--- src/rtl/wb_trace_fifo_pkg.sv ---
// Shared types and constants for the write-back trace FIFO.
// An entry is the retiring PC in the upper half and the register write data in the lower half.
package wb_trace_fifo_pkg;

   localparam int TRACE_W   = 64;
   localparam int PC_MSB    = 63;
   localparam int PC_LSB    = 32;
   localparam int WD_MSB    = 31;
   localparam int WD_LSB    = 0;
   localparam int DEF_DEPTH = 8;
   localparam int DEF_DCW   = 16;

   typedef logic [TRACE_W-1:0] trace_t;

   function automatic trace_t pack_trace(input logic [31:0] pc, input logic [31:0] wd);
      return {pc, wd};
   endfunction

endpackage

--- src/rtl/wb_trace_fifo_if.sv ---
// Valid/ready stream carrying captured trace entries from the FIFO head to a consumer.
interface wb_trace_fifo_if;
   import wb_trace_fifo_pkg::*;

   logic                       o_vld;
   logic [PC_MSB-PC_LSB:0]     o_pc;
   logic [WD_MSB-WD_LSB:0]     o_wd;
   logic                       i_rdy;

   modport master (output o_vld, output o_pc, output o_wd, input i_rdy);
   modport slave  (input o_vld, input o_pc, input o_wd, output i_rdy);

endinterface

--- src/rtl/wb_trace_mem.sv ---
// DEPTH x TRACE_W register array: synchronous write, asynchronous read, no reset.
module wb_trace_mem
   import wb_trace_fifo_pkg::*;
#(
   parameter int DEPTH = DEF_DEPTH,
   parameter int AW    = 3
) (
   input  logic          i_clk,
   input  logic          i_we,
   input  logic [AW-1:0] i_waddr,
   input  trace_t        i_wdata,
   input  logic [AW-1:0] i_raddr,
   output trace_t        o_rdata
);

   trace_t mem_q [DEPTH];

   always_ff @(posedge i_clk) begin
      if (i_we) mem_q[i_waddr] <= i_wdata;
   end

   assign o_rdata = mem_q[i_raddr];

endmodule

--- src/rtl/wb_trace_fifo.sv ---
// First-word-fall-through trace FIFO for retired instructions; the core is never stalled,
// entries arriving while full are dropped and counted.
module wb_trace_fifo
   import wb_trace_fifo_pkg::*;
#(
   parameter int DEPTH = DEF_DEPTH,
   parameter int AW    = 3,
   parameter int DCW   = DEF_DCW
) (
   input  logic                i_clk,
   input  logic                i_rst_n,
   input  logic                i_en,
   input  logic [31:0]         i_pc,
   input  logic [31:0]         i_wd,
   input  logic                i_clr,
   wb_trace_fifo_if.master     trc,
   output logic [AW:0]         o_count,
   output logic                o_full,
   output logic                o_empty,
   output logic                o_ovf,
   output logic [DCW-1:0]      o_drop_cnt
);

   localparam logic [AW:0] FULL_CNT = (AW+1)'(DEPTH);

   logic [AW-1:0]  wr_ptr_q, wr_ptr_d;
   logic [AW-1:0]  rd_ptr_q, rd_ptr_d;
   logic [AW:0]    count_q, count_d;
   logic           ovf_q, ovf_d;
   logic [DCW-1:0] drop_cnt_q, drop_cnt_d;

   logic   empty, full, pop, push, drop, mem_we;
   trace_t head;

   // Status comes from the count register only, so no input reaches o_full/o_empty.
   assign empty = (count_q == '0);
   assign full  = (count_q == FULL_CNT);
   assign pop   = !empty && trc.i_rdy;
   assign push  = i_en && (!full || pop);
   assign drop  = i_en && full && !pop;
   assign mem_we = push && !i_clr;

   always_comb begin
      wr_ptr_d   = wr_ptr_q;
      rd_ptr_d   = rd_ptr_q;
      count_d    = count_q;
      ovf_d      = ovf_q;
      drop_cnt_d = drop_cnt_q;
      if (i_clr) begin
         wr_ptr_d   = '0;
         rd_ptr_d   = '0;
         count_d    = '0;
         ovf_d      = 1'b0;
         drop_cnt_d = '0;
      end else begin
         if (push) wr_ptr_d = wr_ptr_q + AW'(1);
         if (pop)  rd_ptr_d = rd_ptr_q + AW'(1);
         if (push && !pop)      count_d = count_q + (AW+1)'(1);
         else if (pop && !push) count_d = count_q - (AW+1)'(1);
         if (drop) begin
            ovf_d = 1'b1;
            if (drop_cnt_q != '1) drop_cnt_d = drop_cnt_q + DCW'(1);
         end
      end
   end

   always_ff @(posedge i_clk or negedge i_rst_n) begin
      if (!i_rst_n) begin
         wr_ptr_q   <= '0;
         rd_ptr_q   <= '0;
         count_q    <= '0;
         ovf_q      <= 1'b0;
         drop_cnt_q <= '0;
      end else begin
         wr_ptr_q   <= wr_ptr_d;
         rd_ptr_q   <= rd_ptr_d;
         count_q    <= count_d;
         ovf_q      <= ovf_d;
         drop_cnt_q <= drop_cnt_d;
      end
   end

   wb_trace_mem #(
      .DEPTH (DEPTH),
      .AW    (AW)
   ) u_mem (
      .i_clk   (i_clk),
      .i_we    (mem_we),
      .i_waddr (wr_ptr_q),
      .i_wdata (pack_trace(i_pc, i_wd)),
      .i_raddr (rd_ptr_q),
      .o_rdata (head)
   );

   // Head is forced to zero while empty so stale storage never leaks out.
   assign trc.o_vld  = !empty;
   assign trc.o_pc   = empty ? '0 : head[PC_MSB:PC_LSB];
   assign trc.o_wd   = empty ? '0 : head[WD_MSB:WD_LSB];
   assign o_count    = count_q;
   assign o_full     = full;
   assign o_empty    = empty;
   assign o_ovf      = ovf_q;
   assign o_drop_cnt = drop_cnt_q;

endmodule

--- src/flat_wrapper.sv ---
// flat-port wrapper written by rule: the top's interface ports become plain ports
module wb_trace_fifo_flat import wb_trace_fifo_pkg::*;
#(
   parameter int DEPTH = DEF_DEPTH,
   parameter int AW    = 3,
   parameter int DCW   = DEF_DCW
)
  (i_clk, i_rst_n, i_en, i_pc, i_wd, i_clr, o_count, o_full, o_empty, o_ovf, o_drop_cnt, trc_o_vld, trc_o_pc, trc_o_wd, trc_i_rdy);
  wb_trace_fifo_if trc_i ();
  input  logic i_clk;
  input  logic i_rst_n;
  input  logic i_en;
  input  logic [31:0] i_pc;
  input  logic [31:0] i_wd;
  input  logic i_clr;
  output logic [AW:0] o_count;
  output logic o_full;
  output logic o_empty;
  output logic o_ovf;
  output logic [DCW-1:0] o_drop_cnt;
  output wire logic [$bits(trc_i.o_vld)-1:0] trc_o_vld;
  output wire logic [$bits(trc_i.o_pc)-1:0] trc_o_pc;
  output wire logic [$bits(trc_i.o_wd)-1:0] trc_o_wd;
  input wire logic [$bits(trc_i.i_rdy)-1:0] trc_i_rdy;
  assign trc_o_vld = trc_i.o_vld;
  assign trc_o_pc = trc_i.o_pc;
  assign trc_o_wd = trc_i.o_wd;
  assign trc_i.i_rdy = trc_i_rdy;
  wb_trace_fifo #(.DEPTH(DEPTH), .AW(AW), .DCW(DCW)) u_core (.i_clk(i_clk), .i_rst_n(i_rst_n), .i_en(i_en), .i_pc(i_pc), .i_wd(i_wd), .i_clr(i_clr), .trc(trc_i), .o_count(o_count), .o_full(o_full), .o_empty(o_empty), .o_ovf(o_ovf), .o_drop_cnt(o_drop_cnt));
endmodule
--- config.mk ---
export PLATFORM = sky130hd
export DESIGN_NAME = wb_trace_fifo_flat
export DESIGN_NICKNAME = d
export VERILOG_FILES = /design/src/rtl/wb_trace_fifo_pkg.sv /design/src/rtl/wb_trace_fifo_if.sv /design/src/rtl/wb_trace_mem.sv /design/src/rtl/wb_trace_fifo.sv /design/src/flat_wrapper.sv
export SDC_FILE = /design/constraint.sdc
export NUM_CORES = 1
export LEC_CHECK = 0
export ABC_AREA = 1
export BUFFER_PORTS_ARGS = -buffer_cell sky130_fd_sc_hd__buf_2
export CORE_MARGIN = 5
export CORE_UTILIZATION = 40
export CTS_BUF_LIST = sky130_fd_sc_hd__clkbuf_8 sky130_fd_sc_hd__clkbuf_16
export DETAILED_ROUTE_END_ITERATION = 10
export GPL_TIMING_DRIVEN = 0
export HOLD_SLACK_MARGIN = 0.15
export PLACE_DENSITY_LB_ADDON = 0.15
export SYNTH_ARGS = -nofsm -noshare
export SYNTH_HDL_FRONTEND = slang
export SYNTH_SLANG_ARGS = --single-unit
--- constraint.sdc ---
create_clock -name i_clk -period 5.6 [get_ports i_clk]
set_input_delay 1.12 -clock i_clk [delete_from_list [all_inputs] [get_ports i_clk]]
set_output_delay 1.12 -clock i_clk [all_outputs]
set_load 0.05 [all_outputs]
---- Word-level counts from Yosys, hierarchy flattened ----
Memory sizes are Yosys's and may differ from the RTL's.
Index checks and enable logic that the tools add are counted.
word-level totals
  output and inout port bits .............. 88
  memories kept ........................... 1
  RAM bits ................................ 512
  bits in registers ....................... 27
  input bits .............................. 69
cells by class
  equality and inequality tests ........... 2
  reductions and logical operators ........ 20
  add/subtract/negate cells ............... 5
  muxes and demuxes ....................... 16
memory list
  memory              depth  bits a word  rd ports  clocked after Yosys merged registers in  wr ports  RTL line            source
  u_core.u_mem.mem_q  8      64           1         0                                        1         wb_trace_mem.sv:16  trace_t mem_q [DEPTH];
operators by type and width
  cell                   count
  $mux 32                2
  $mux 16                3
  $add 16x1->16 const B  1
  $ne 16x16->1 const B   1
  $mux 3                 4
  $mux 4                 3
  $reduce_bool 2->1      4
  $logic_and 1x1->1      7
  $add 3x1->3 const B    2
  $logic_not 1->1        5
  $add 4x1->4 const B    1
  $eq 4x4->1 const B     1
  $logic_not 4->1        1
  $mux 1                 4
  $sub 4x1->4 const B    1
  $reduce_bool 3->1      1
  $reduce_and 2->1       1
  $logic_or 1x1->1       1

---- Longest topological paths before layout ----
Gate-level depths: netlist of the first run.
  depth after elaboration ................. 10
  depth in mapped cells ................... 13

---- Modules after synthesis ----
Synthesis of the first run repeated with hierarchy kept, for this count alone.
second synthesis, totals
  cells, all modules ...................... 2588
  area total of the unflattened synthesis .. 24563.6 um^2
by module, submodules not included
  module         times used  cells an instance  area an instance (um^2)
  wb_trace_mem   1           2230               22376.5
  wb_trace_fifo  1           358                2187.1

---- Least setup slack after synthesis of the first run ----
No wires, ideal clock.
  kind .................................... input-to-reg
  start ................................... input trc_i_rdy
  end ..................................... memory u_core.u_mem.mem_q[0][0] (netlist bit), enable pin
  arrival time ............................ 4.273 ns
  path slack .............................. 0.841 ns
  stages on the path ...................... 6
  cells stage by stage .................... inv_1 -> nand4_1 -> nand2_1 -> nor2_1 -> nand2_1 -> nor2_1
on the way
  word-level cells in the longest chain between the ends .. 6
RTL lines
  item                          RTL line             source
  from (decl)                   flat_wrapper.sv:24   input wire logic [$bits(trc_i.i_rdy)-1:0] trc_i_rdy;
  $logic_and 1x1->1             wb_trace_fifo.sv:38  assign pop = !empty && trc.i_rdy;
  $logic_or 1x1->1              wb_trace_fifo.sv:39  assign push = i_en && (!full || pop);
  $logic_and 1x1->1             wb_trace_fifo.sv:39
  $logic_and 1x1->1             wb_trace_fifo.sv:41  assign mem_we = push && !i_clr;
  $mux 1                        wb_trace_mem.sv:19   if (i_we) mem_q[i_waddr] <= i_wdata;
  $mux 1 (implied by the code)  wb_trace_mem.sv:19
  to (decl)                     wb_trace_mem.sv:16
No other way between the ends.

---- Final worst setup path of the first run ----
  start ................................... register u_core.rd_ptr_q[2]
  end ..................................... output trc_o_pc[31]
on the way
  word-level cells in the longest chain between the ends .. 2
RTL lines
  item                    RTL line             source
  from (decl)             wb_trace_fifo.sv:27  logic [AW-1:0] rd_ptr_q, rd_ptr_d;
  from (signal assigned)  wb_trace_fifo.sv:76  rd_ptr_q <= rd_ptr_d;
  $mem_v2 8x64            --
  $mux 32                 wb_trace_fifo.sv:97  assign trc.o_pc = empty ? '0 : head[PC_MSB:PC_LSB];
  to (decl)               flat_wrapper.sv:22   output wire logic [$bits(trc_i.o_pc)-1:0] trc_o_pc;
No other way between the ends.

==> run metrics, run 1 <==
total track usage 0.194; first-pass GRT wire length 89.1 mm; post-synthesis cell type count 30; Routed WL just under 60 mm; Setup crit end kind primary output; Synth Flop Type edfxtp_1; Synth Area in XOR/XNOR 0.00242; Die Ht ~240 um; Commonest cells post-synth 512 x edfxtp_1, 481 x nor2_1, 265 x o21ai_0; DRT iter0 DRCs between 1000 and 1500; Synth Area in Adders 0.00380; I/O pin count around 160; # Post-CTS Setup Buffers 0; pre-CTS setup slack about 1.9 ns; multiplexer share of the synthesized area 0; Compound-Gate Fraction of Synth Area 0.106; crit path cell chain clkbuf_1 -> clkbuf_1 -> nor2_1 -> nor2_1 -> buf_2; Detail Route Antenna Nets 0; Rows 85; FF+latch count, synth ~540; syn_nets between 1500 and 2000; Cells after Synth roughly 1800; CTS Buffer Depth 3; max incr delay on CP roughly 0.77 ns; CTS HTree Levels 2; antenna violations before repair 3; simple-gate share of the synthesized area 0.117; fin worst setup slack around 1.3 ns; CTS Buf Count 57; power per cell area approximately 490 mW/mm2; Max Cap Viol 0; Port Buffers 155; CP startpoint kind flip-flop; Initial Util 0.404; Setup Crit Path Kind flip-flop to primary output; Syn Std Cell Area between 0.02 and 0.025 mm2; RePlAce Congestion slightly above 0.8; DR pass1 iterations 5; Max FO, Critical Path 10; synthesized area per cell 12.3 um2; Final Hold Fails 0; Synth area leader edfxtp_1; CP max stage cell clkbuf_1; HP Class flip-flop to flip-flop; post-route cell area between 0.02 and 0.03 mm2; core footprint approximately 0.054 mm2; Syn. warnings 0; Worst IR Drop VDD between 0.3 and 0.4 mV; Post-route DRC 0; largest family of logic cells by synthesized area simple AND/OR/NAND/NOR gates; dpl hpwl around 38 mm; final worst clock skew ~0.023 ns; top cells by area, synth edfxtp_1 71%, nor2_1 8.3%, o21ai_0 6.1%; Power Total ~13 mW; Buf+Inv Stages, Crit Path 3; Clk Latency, worst-skew pair between 0.6 and 0.7 ns; CTS resizes 0; Post-synth EDFFs just over 500; nets@finish between 2000 and 2500; Final Setup Violations 0; Slew @ Worst Pin slightly below 1 ns; wire length per cell 21.4 um; vias in the first global route approximately 14000; vias per inst ~5.2; die area roughly 0.06 mm2; top-area cell type share of the netlist area 0.707; leak pwr between 9 and 10 nW; grt total ovfl 0; CTS tree built; outcome complete, no violations; unrepaired setup endpoints after global routing no; CTS sink count roughly 540; Slew Viols, Final 0; min Tclk post-route between 4 and 5 ns; most frequent cell after synthesis edfxtp_1; Crit path required time roughly 4.5 ns; asr flop ratio synth 0.0501; Clock transition at path regs approximately 0.06 ns; Worst slew margin 0.346; Crit path arrival time 3.19 ns; layout cells sized above 1 0.150; largest net degree at the start of global routing 29; kind of cell adding the most delay to the critical path buffers and inverters; die width around 240 um; final critical-path share of the clock period 0.769; placed cell areas around 0.024 mm2; hold-fix buffers at CTS 0; Vias 14300; register area share after synthesis 0.738; area grow syn2layout 17.7%; CTS Root Cell clkbuf_16; fmax 232 MHz
through the flow:
step,hold slack (ns),utilization,setup TNS (ns),cells
5_1_grt,0.568,0.476,0,2738
3_3_place_gp,0.504,0.435,-958.80,2615
4_1_cts,0.518,0.476,0,2738
6_report,0.518,0.476,0,2741
2_1_floorplan,0.549,-,0,1764
3_5_place_dp,0.509,0.444,0,2634
report_power, final:
part	switching (mW)	leakage (nW)	internal (mW)
registers	0.0563	4.99	4.52
clock network	1.53	0.905	1.92
logic	3.50	3.22	1.05
total	5.09	9.11	7.49
per-layer routing:
metal / track usage / share of wire
met5: 0 / 0.00012
met2: 0.330 / 0.49
met4: 0.0494 / 0.019
met1: 0.264 / 0.44
met3: 0.0301 / 0.052
flip-flops by register name, summed over array words and instances (netlist names):
register	flops
u_core.rd_ptr_q	3
u_core.o_ovf	1
u_core.o_count	4
u_core.wr_ptr_q	3
u_core.o_drop_cnt	16
u_core.u_mem.mem_q	512
layout by cell type (no fill, tap or decap), drive strengths merged, types with 2 or more instances in the layout:
cell type	Yosys	routed
a21oi	6	6
buf	51	225
clkbuf	60	119
clkinv	0	25
dfrtp	27	27
diode	0	3
edfxtp	512	512
ha	5	5
inv	30	48
nand2	143	143
nand3	27	27
nand4	6	6
nor2	482	482
o211ai	64	64
o21ai	276	276
o22ai	64	64
or2	2	2
xor2	5	5
cell families after synthesis:
family / after synthesis
AOI/OAI and AO/OA: 412
and+or+nand+nor: 660
buffers and inverters: 141
adders and majority gates: 6
xor gates and xnor gates: 6
DFF: 539
final cells by class:
cell class	instances	area, um2
clock buffers	59	1470
fillers	4907	28200
clock inverters	45	240
well taps	696	871
flip-flops and latches	539	16100
inverters	30	113
multi-input cells	1084	5050
diodes	3	7.51
plain buffers	111	604
repair buffers	174	1200
worst register-to-register path, cell delays in order, from the launching register on:
cell and delay, ns:
dfrtp_1 0.44, inv_1 0.08, nand4_1 0.12, nand2_1 0.08
nor2_1 0.16, nand2_1 0.26, nor2_4 0.64, buf_12 0.30
buf_12 0.23
final timing paths:
kind | depth (start not counted) | from | to | slack [ns]
worst max-delay path | 5 | u_core.rd_ptr_q[2] | trc_o_pc[31] | 1.29
worst min-delay path | 2 | u_core.o_ovf | u_core.o_ovf | 0.52
worst max register to register | 8 | u_core.o_count[2] | u_core.u_mem.mem_q[1][25] | 2.96
worst min register to register | 2 | u_core.o_ovf | u_core.o_ovf | 0.52
max in group asynchronous | 1 | i_rst_n | u_core.o_drop_cnt[13] | 4.63
min in group asynchronous | 1 | i_rst_n | u_core.o_drop_cnt[5] | 0.54
(Power assumes the default switching activity.)
==> run 2, diff against run 1 <==
- ABC_AREA: 1 -> 0
- clock period: 5.6 -> 4.1 ns (I/O delays scaled with it)
==> run metrics, run 2 <==
outcome complete, no violations (unchanged); Setup TNS Final 0 ns (unchanged); synthesized area per cell 21.1 um2 (was 12.3 um2); largest family of logic cells by synthesized area multiplexers (was simple AND/OR/NAND/NOR gates); top layer in use met5 (unchanged); die width 240 um (was 243 um); pre-CTS setup slack 0.121 ns (was 1.91 ns); Cells after Synth 1000 (was 1764); Final Setup Violations 0 (unchanged); Initial Util 0.403 (was 0.404); antenna violations before repair 7 (was 3); FF+latch count, synth 539 (unchanged); Routed WL 47.2 mm (was 58.7 mm); dpl hpwl 29.4 mm (was 38.5 mm); layout cells sized above 1 0.325 (was 0.150); total track usage 0.166 (was 0.194); CTS tree built (unchanged); leak pwr 8.21 nW (was 9.11 nW); sw power 4.93 mW (was 5.09 mW); Post-route DRC 0 (unchanged); Routed met2 length 23.1 mm (was 28.8 mm); vias per inst 5.25 (was 5.23); asr flop ratio synth 0.0501 (unchanged); switching part of the total power 0.328 (was 0.404); Crit path required time 3.28 ns (was 4.48 ns); most frequent cell after synthesis edfxtp_1 (unchanged); R2R setup slack 1.22 ns (was 2.96 ns); # Post-CTS Setup Buffers 0 (unchanged); Slew Viols, Final 0 (unchanged); CP startpoint u_core.o_count[1] (was u_core.rd_ptr_q[2]); HP Class input port to asynchronous set/reset pin (was flip-flop to flip-flop); Rows 84 (was 85); largest net degree at the start of global routing 28 (was 29); vias in the first global route 10900 (was 14400); Setup Crit Path Kind flip-flop to primary output (unchanged); CTS Buf Count 56 (was 57); grt total ovfl 0 (unchanged); unrepaired setup endpoints after global routing no (unchanged); Detail Route Antenna Nets 0 (unchanged); placed instance count 1870 (was 2634); CTS sink count 539 (unchanged); CTS Buffer Depth 3 (unchanged); Syn Std Cell Area 0.0211 mm2 (was 0.0218 mm2); CTS resizes 2 (was 0); Combinational Power Share 0.283 (was 0.361); Max Cap Viol 0 (unchanged); fin worst setup slack 0.250 ns (was 1.29 ns); Setup crit end kind primary output (unchanged); fmax around 260 MHz; Synth area leader edfxtp_1 (unchanged); RePlAce Congestion 0.739 (was 0.815); top-area cell type share of the netlist area 0.730 (was 0.707); Synth Area in Adders 0.00392 (was 0.00380); Crit path arrival time 3.03 ns (was 3.19 ns); Final Hold Fails 0 (unchanged); CTS HTree Levels 2 (unchanged); Worst IR Drop VDD 0.404 mV (was 0.342 mV); Most flops, register u_core.u_mem.mem_q (unchanged); simple-gate share of the synthesized area 0.0346 (was 0.117); Max FO, Critical Path 11 (was 10); Post-synth EDFFs 512 (unchanged); Clock transition at path regs 0.06 ns (about the same); Power Total 15.0 mW (was 12.6 mW); most frequent cells in the layout 512 x edfxtp_1, 173 x buf_2, 128 x mux4_2 (was 512 x edfxtp_1, 473 x nor2_1, 265 x o21ai_0); M1 WL 21.2 mm (was 25.7 mm); final worst clock skew 0.0113 ns (was 0.0233 ns); syn_nets 1075 (was 1839); Clk Latency, worst-skew pair 0.60 ns (was 0.62 ns); hold-fix buffers at CTS 0 (unchanged); area grow syn2layout 18.5% (was 17.7%); Die Ht 240 um (was 243 um); min Tclk post-route just under 4 ns; number of flip-flops in the largest register 512 (unchanged); I/O pin count 157 (unchanged); Syn. warnings 0 (unchanged); clock power share 0.302 (was 0.275); multiplexer share of the synthesized area 0.175 (was 0); Commonest cells post-synth 512 x edfxtp_1, 128 x mux4_2, 91 x nor2_1 (was 512 x edfxtp_1, 481 x nor2_1, 265 x o21ai_0); commonest non-fill, non-tap cell in the layout edfxtp_1 (unchanged); Worst slew margin 0.338 (was 0.346); register area share after synthesis 0.762 (was 0.738); Synth Flop Type edfxtp_1 (unchanged); worst r2r src u_core.o_count[3] (was u_core.o_count[2]); Synth Area in XOR/XNOR 0.00208 (was 0.00242); final critical-path share of the clock period 0.939; DR pass1 iterations 4 (was 5); Compound-Gate Fraction of Synth Area 0.0114 (was 0.106); Routed met3 length 2.26 mm (was 3.07 mm); core footprint 0.0523 mm2 (was 0.0538 mm2); DRT iter0 DRCs 656 (was 1098); power per cell area 600 mW/mm2 (was 491 mW/mm2); post-synthesis cell type count 50 (was 30); die area 0.0574 mm2 (was 0.0592 mm2); top cells by area, synth edfxtp_1 73%, mux4_2 14%, dfrtp_1 3.2% (was edfxtp_1 71%, nor2_1 8.3%, o21ai_0 6.1%); first-pass GRT wire length 71.5 mm (was 89.1 mm); Non-Filler Instances 1969 (was 2741); wire length per cell 24.0 um (was 21.4 um); Slew @ Worst Pin 0.990 ns (was 0.980 ns); CTS Root Cell clkbuf_16 (unchanged); nets@finish 1314 (was 2072); CP startpoint kind flip-flop (unchanged); Pint 10.1 mW (was 7.49 mW); Seq pwr share 0.415 (was 0.364); Port Buffers 156 (was 155); Vias 10300 (was 14300)
-- run 2: cell count changes after synthesis, sizes merged, moves of 26 or more --
cell | before | now
mux4 | 0 | 128
buf | 51 | 25
mux2i | 0 | 66
o21ai | 276 | 2
nor2 | 482 | 91
clkbuf | 60 | 26
o22ai | 64 | 0
o211ai | 64 | 2
nand2 | 143 | 9
-- run 2: cell families (layout without fill, tap and decap cells) --
logic type / Yosys count / count (layout)
xor gates and xnor gates: 5 / 5
muxes: 205 / 205
DFF: 539 / 539
adders and majority gates: 6 / 6
other: 0 / 3
buffers and inverters: 58 / 336
AOI/OAI and AO/OA: 35 / 35
and+or+nand+nor: 152 / 152
-- run 2: routing by layer --
| layer | track usage | vias to the layer above |
|---|---|---|
| li1 | - | 4601 |
| met1 | 0.239 | 5478 |
| met2 | 0.268 | 197 |
| met3 | 0.0372 | 61 |
| met4 | 0.0303 | 4 |
| met5 | 0 | - |
-- run 2: critical path: stages, from the launching register on --
cell and delay (ns):
dfrtp_1 0.50, nor3_4 0.44, nand2b_1 0.14, inv_2 0.37, buf_1 0.50, nor2_1 0.20, buf_2 0.26
-- run 2: layout make-up --
cell class              instances  area (um2)
clock buffers                  58        1430
inverters                       7        26.3
well taps                     688         861
multi-input cells             403        4840
repair buffers                182        1340
flip-flops and latches        539       16100
clock inverters                39         196
plain buffers                  50         221
fillers                      4446       27400
diodes                          3        7.51
-- run 2: worst paths after layout --
kind / endpoint / cells past startpoint
setup / recovery: trc_o_pc[13] / 6
hold / removal: u_core.o_drop_cnt[8] / 1
setup reg to reg: u_core.u_mem.mem_q[4][36] / 8
hold reg to reg: u_core.o_ovf / 2
max in group asynchronous: u_core.rd_ptr_q[2] / 1
min in group i_clk: u_core.u_mem.mem_q[1][2] / 1
-- run 2: power groups by stage --
stage / logic [mW] / registers [mW] / clock network, mW
floorplan: 3.09 / 6.39 / 0
global placement: 4.27 / 6.36 / 0
detailed placement: 4.36 / 6.34 / 0
CTS: 4.36 / 6.23 / 4.69
global route: 4.56 / 6.24 / 4.92
finish: 4.25 / 6.23 / 4.53
-- run 2: metrics by stage --
step / hold slack, ns / util / cell area (um2)
4_1_cts: 0.247 / 0.477 / 25000
3_5_place_dp: 0.496 / 0.446 / 23300
2_1_floorplan: 0.524 / - / 21100
6_report: 0.250 / 0.477 / 25000
3_3_place_gp: 0.488 / 0.434 / 22700
5_1_grt: 0.290 / 0.477 / 25000
==> run 3, diff against run 2 <==
- SYNTH_HIERARCHICAL: default -> 1
==> run metrics, run 3 <==
outcome complete, no violations (unchanged); number of flip-flops in the largest register 512 (unchanged); dpl hpwl 30.0 mm (was 29.4 mm); HP Class input port to asynchronous set/reset pin (unchanged); CTS HTree Levels 2 (unchanged); Post-route DRC 0 (unchanged); Synth area leader edfxtp_1 (unchanged); first-pass GRT wire length 72.3 mm (was 71.5 mm); final critical-path share of the clock period 0.960 (was 0.939); Worst slew margin 0.360 (was 0.338); Max Cap Viol 0 (unchanged); Port Buffers 155 (was 156); most frequent cell after synthesis edfxtp_1 (unchanged); vias in the first global route 11000 (was 10900); most frequent cells in the layout 512 x edfxtp_1, 162 x buf_2, 128 x mux4_2 (was 512 x edfxtp_1, 173 x buf_2, 128 x mux4_2); max incr delay on CP 0.64 ns (was 0.50 ns); Detail Route Antenna Nets 0 (unchanged); wire length per cell 24.5 um (was 24.0 um); synthesized area per cell 21.4 um2 (was 21.1 um2); top cells by area, synth edfxtp_1 72%, mux4_2 14%, mux2_2 3.5% (was edfxtp_1 73%, mux4_2 14%, dfrtp_1 3.2%); Syn Std Cell Area 0.0213 mm2 (was 0.0211 mm2); Synth Flop Type edfxtp_1 (unchanged); CTS Buf Count 58 (was 56); DRT iter0 DRCs 672 (was 656); fmax 254 MHz (was 260 MHz); Rows 84 (unchanged); Crit path required time 3.28 ns (about the same); top-area cell type share of the netlist area 0.723 (was 0.730); Initial Util 0.404 (was 0.403); placed cell areas 0.0236 mm2 (was 0.0233 mm2); post-synthesis cell type count 45 (was 50); asr flop ratio synth 0.0501 (unchanged); RePlAce Congestion 0.702 (was 0.739); CTS Buffer Depth 3 (unchanged); total track usage 0.168 (was 0.166); Layout Utilization 0.483 (was 0.477); Clock transition at path regs 0.06 ns (about the same); die width 241 um (was 240 um); Most flops, register u_core/u_mem/mem_q (was u_core.u_mem.mem_q); vias per inst 5.30 (was 5.25); Setup TNS Final 0 ns (unchanged); CTS tree built (unchanged); CP max stage cell buf_1 (was dfrtp_1); Crit path top cell by count buf_2; Clk Latency, worst-skew pair 0.61 ns (was 0.60 ns); final worst clock skew 0.0130 ns (was 0.0113 ns); I/O pin count 157 (unchanged); nets@finish 1307 (was 1314); CP startpoint kind flip-flop (unchanged); Setup Crit Path Kind flip-flop to primary output (unchanged); DR pass1 iterations 4 (unchanged); leak pwr 8.43 nW (was 8.21 nW); core footprint 0.0527 mm2 (was 0.0523 mm2); Cells after Synth 992 (was 1000); Crit path arrival time 3.12 ns (was 3.03 ns); commonest non-fill, non-tap cell in the layout edfxtp_1 (unchanged); CTS sink count 539 (unchanged); CTS Root Cell clkbuf_16 (unchanged); Die Ht 241 um (was 240 um); Post-synth EDFFs 512 (unchanged); Slew Viols, Final 0 (unchanged); Max FO, Critical Path 10 (was 11); multiplexer share of the synthesized area 0.171 (was 0.175); FF+latch count, synth 539 (unchanged); largest net degree at the start of global routing 28 (unchanged); Synth Area in Adders 0.00388 (was 0.00392); post-route cell area 0.0254 mm2 (was 0.0250 mm2); fill cell total of the finished layout 4394 (was 4446); power per cell area 660 mW/mm2 (was 600 mW/mm2); Commonest cells post-synth 512 x edfxtp_1, 128 x mux4_2, 66 x mux2_2 (was 512 x edfxtp_1, 128 x mux4_2, 91 x nor2_1); unrepaired setup endpoints after global routing no (unchanged); layout cells sized above 1 0.389 (was 0.325); Setup crit end kind primary output (unchanged); Compound-Gate Fraction of Synth Area 0.0122 (was 0.0114); crit path cell chain buf_2 -> buf_1 -> mux4_2 -> mux2_2 -> and2_1 -> buf_2 (was nor3_4 -> nand2b_1 -> inv_2 -> buf_1 -> nor2_1 -> buf_2); simple-gate share of the synthesized area 0.0405 (was 0.0346); Syn. warnings 6 (was 0); area grow syn2layout 19.5% (was 18.5%); Synth Area in XOR/XNOR 0.00247 (was 0.00208); Final Setup Violations 0 (unchanged); Slew @ Worst Pin 0.957 ns (was 0.990 ns); min Tclk post-route 3.94 ns (was 3.85 ns); Vias 10400 (was 10300); # Post-CTS Setup Buffers 0 (unchanged); die area 0.0579 mm2 (was 0.0574 mm2); syn_nets 1067 (was 1075); Worst IR Drop VDD 0.483 mV (was 0.404 mV); largest family of logic cells by synthesized area multiplexers (unchanged); Final Hold Fails 0 (unchanged); antenna violations before repair 9 (was 7); register area share after synthesis 0.754 (was 0.762); grt total ovfl 0 (unchanged); Routed WL 48.3 mm (was 47.2 mm)
[run 3: cell types whose count changed in the layout (fill, tap and decap cells not counted), moves of 6 or more]
cell and delta:
buf_6 +10, nor2_1 -71, mux2_1 -8, clkinv_2 +6, clkbuf_1 -9, buf_2 -11, mux2_2 +66, and2_1 +63
mux2i_1 -64
[run 3: final cells by class]
| class | count | area, um2 | area share |
|---|---|---|---|
| Clock buffer | 59 | 1470 | 0.0576 |
| Antenna cell | 4 | 10.0 | 0.000394 |
| Multi-Input combinational cell | 394 | 4970 | 0.196 |
| Timing Repair Buffer | 180 | 1350 | 0.0533 |
| Buffer | 50 | 302 | 0.0119 |
| Tap cell | 688 | 861 | 0.0339 |
| Clock inverter | 46 | 370 | 0.0146 |
| Sequential cell | 539 | 16100 | 0.631 |
| Inverter | 9 | 33.8 | 0.00133 |
[run 3: routing by layer]
metal	wire, um	GRT usage	up-vias
li1	-	-	4598
met1	22000	0.245	5562
met2	22900	0.265	215
met3	2560	0.0342	63
met4	800	0.0416	6
met5	41	0	-
[run 3: cells by family after synthesis]
family | count (synthesis)
multiplexers | 196
XOR/XNOR | 6
AND/OR/NAND/NOR | 146
AO/OA/AOI/OAI | 40
flip-flops | 539
buffers and inverters | 59
adder cells (fa/ha/maj) | 6
[run 3: repair_timing]
action / CTS / global route
hold buffers: 0 / 0
resized for setup: 8 / 3
endpoints found under the setup margin: 55 / 17
[run 3: path summary, 6_finish.rpt]
check                                             to  depth (start not counted)                from  slack, ns
setup / recovery                         trc_o_wd[2]                          6  u_core/rd_ptr_q[2]       0.16
hold / removal                  u_core/o_drop_cnt[2]                          1             i_rst_n       0.24
setup reg to reg           u_core/u_mem/mem_q[6][43]                          7   u_core/o_count[1]       1.07
hold reg to reg                         u_core/o_ovf                          2        u_core/o_ovf       0.53
max in group asynchronous         u_core/wr_ptr_q[1]                          1             i_rst_n       3.43
min in group i_clk          u_core/u_mem/mem_q[0][8]                          1             i_wd[8]       0.47
[run 3: critical path: cells and delay by family (launching register included)]
family	cells	cell delay (ns)
and+or+nand+nor	1	0.19
DFF	1	0.39
buffers and inverters	3	1.26
muxes	2	0.67
[run 3: where the power goes]
part           internal (mW)  switching [mW]  leakage, nW
registers               6.19          0.0808         5.00
logic                   1.87            3.62         2.47
clock network           2.95            2.07        0.961
total                   11.0            5.77         8.43
[run 3: stage by stage]
step	power [mW]	hold slack [ns]	std cells	worst slack (ns)
2_1_floorplan	10.4	0.517	992	-0.566
3_3_place_gp	11.9	0.525	1835	-4.20
3_5_place_dp	12.0	0.543	1860	0.357
4_1_cts	17.1	0.217	1965	0.000572
5_1_grt	17.5	0.285	1965	0.0117
6_report	16.8	0.239	1969	0.163
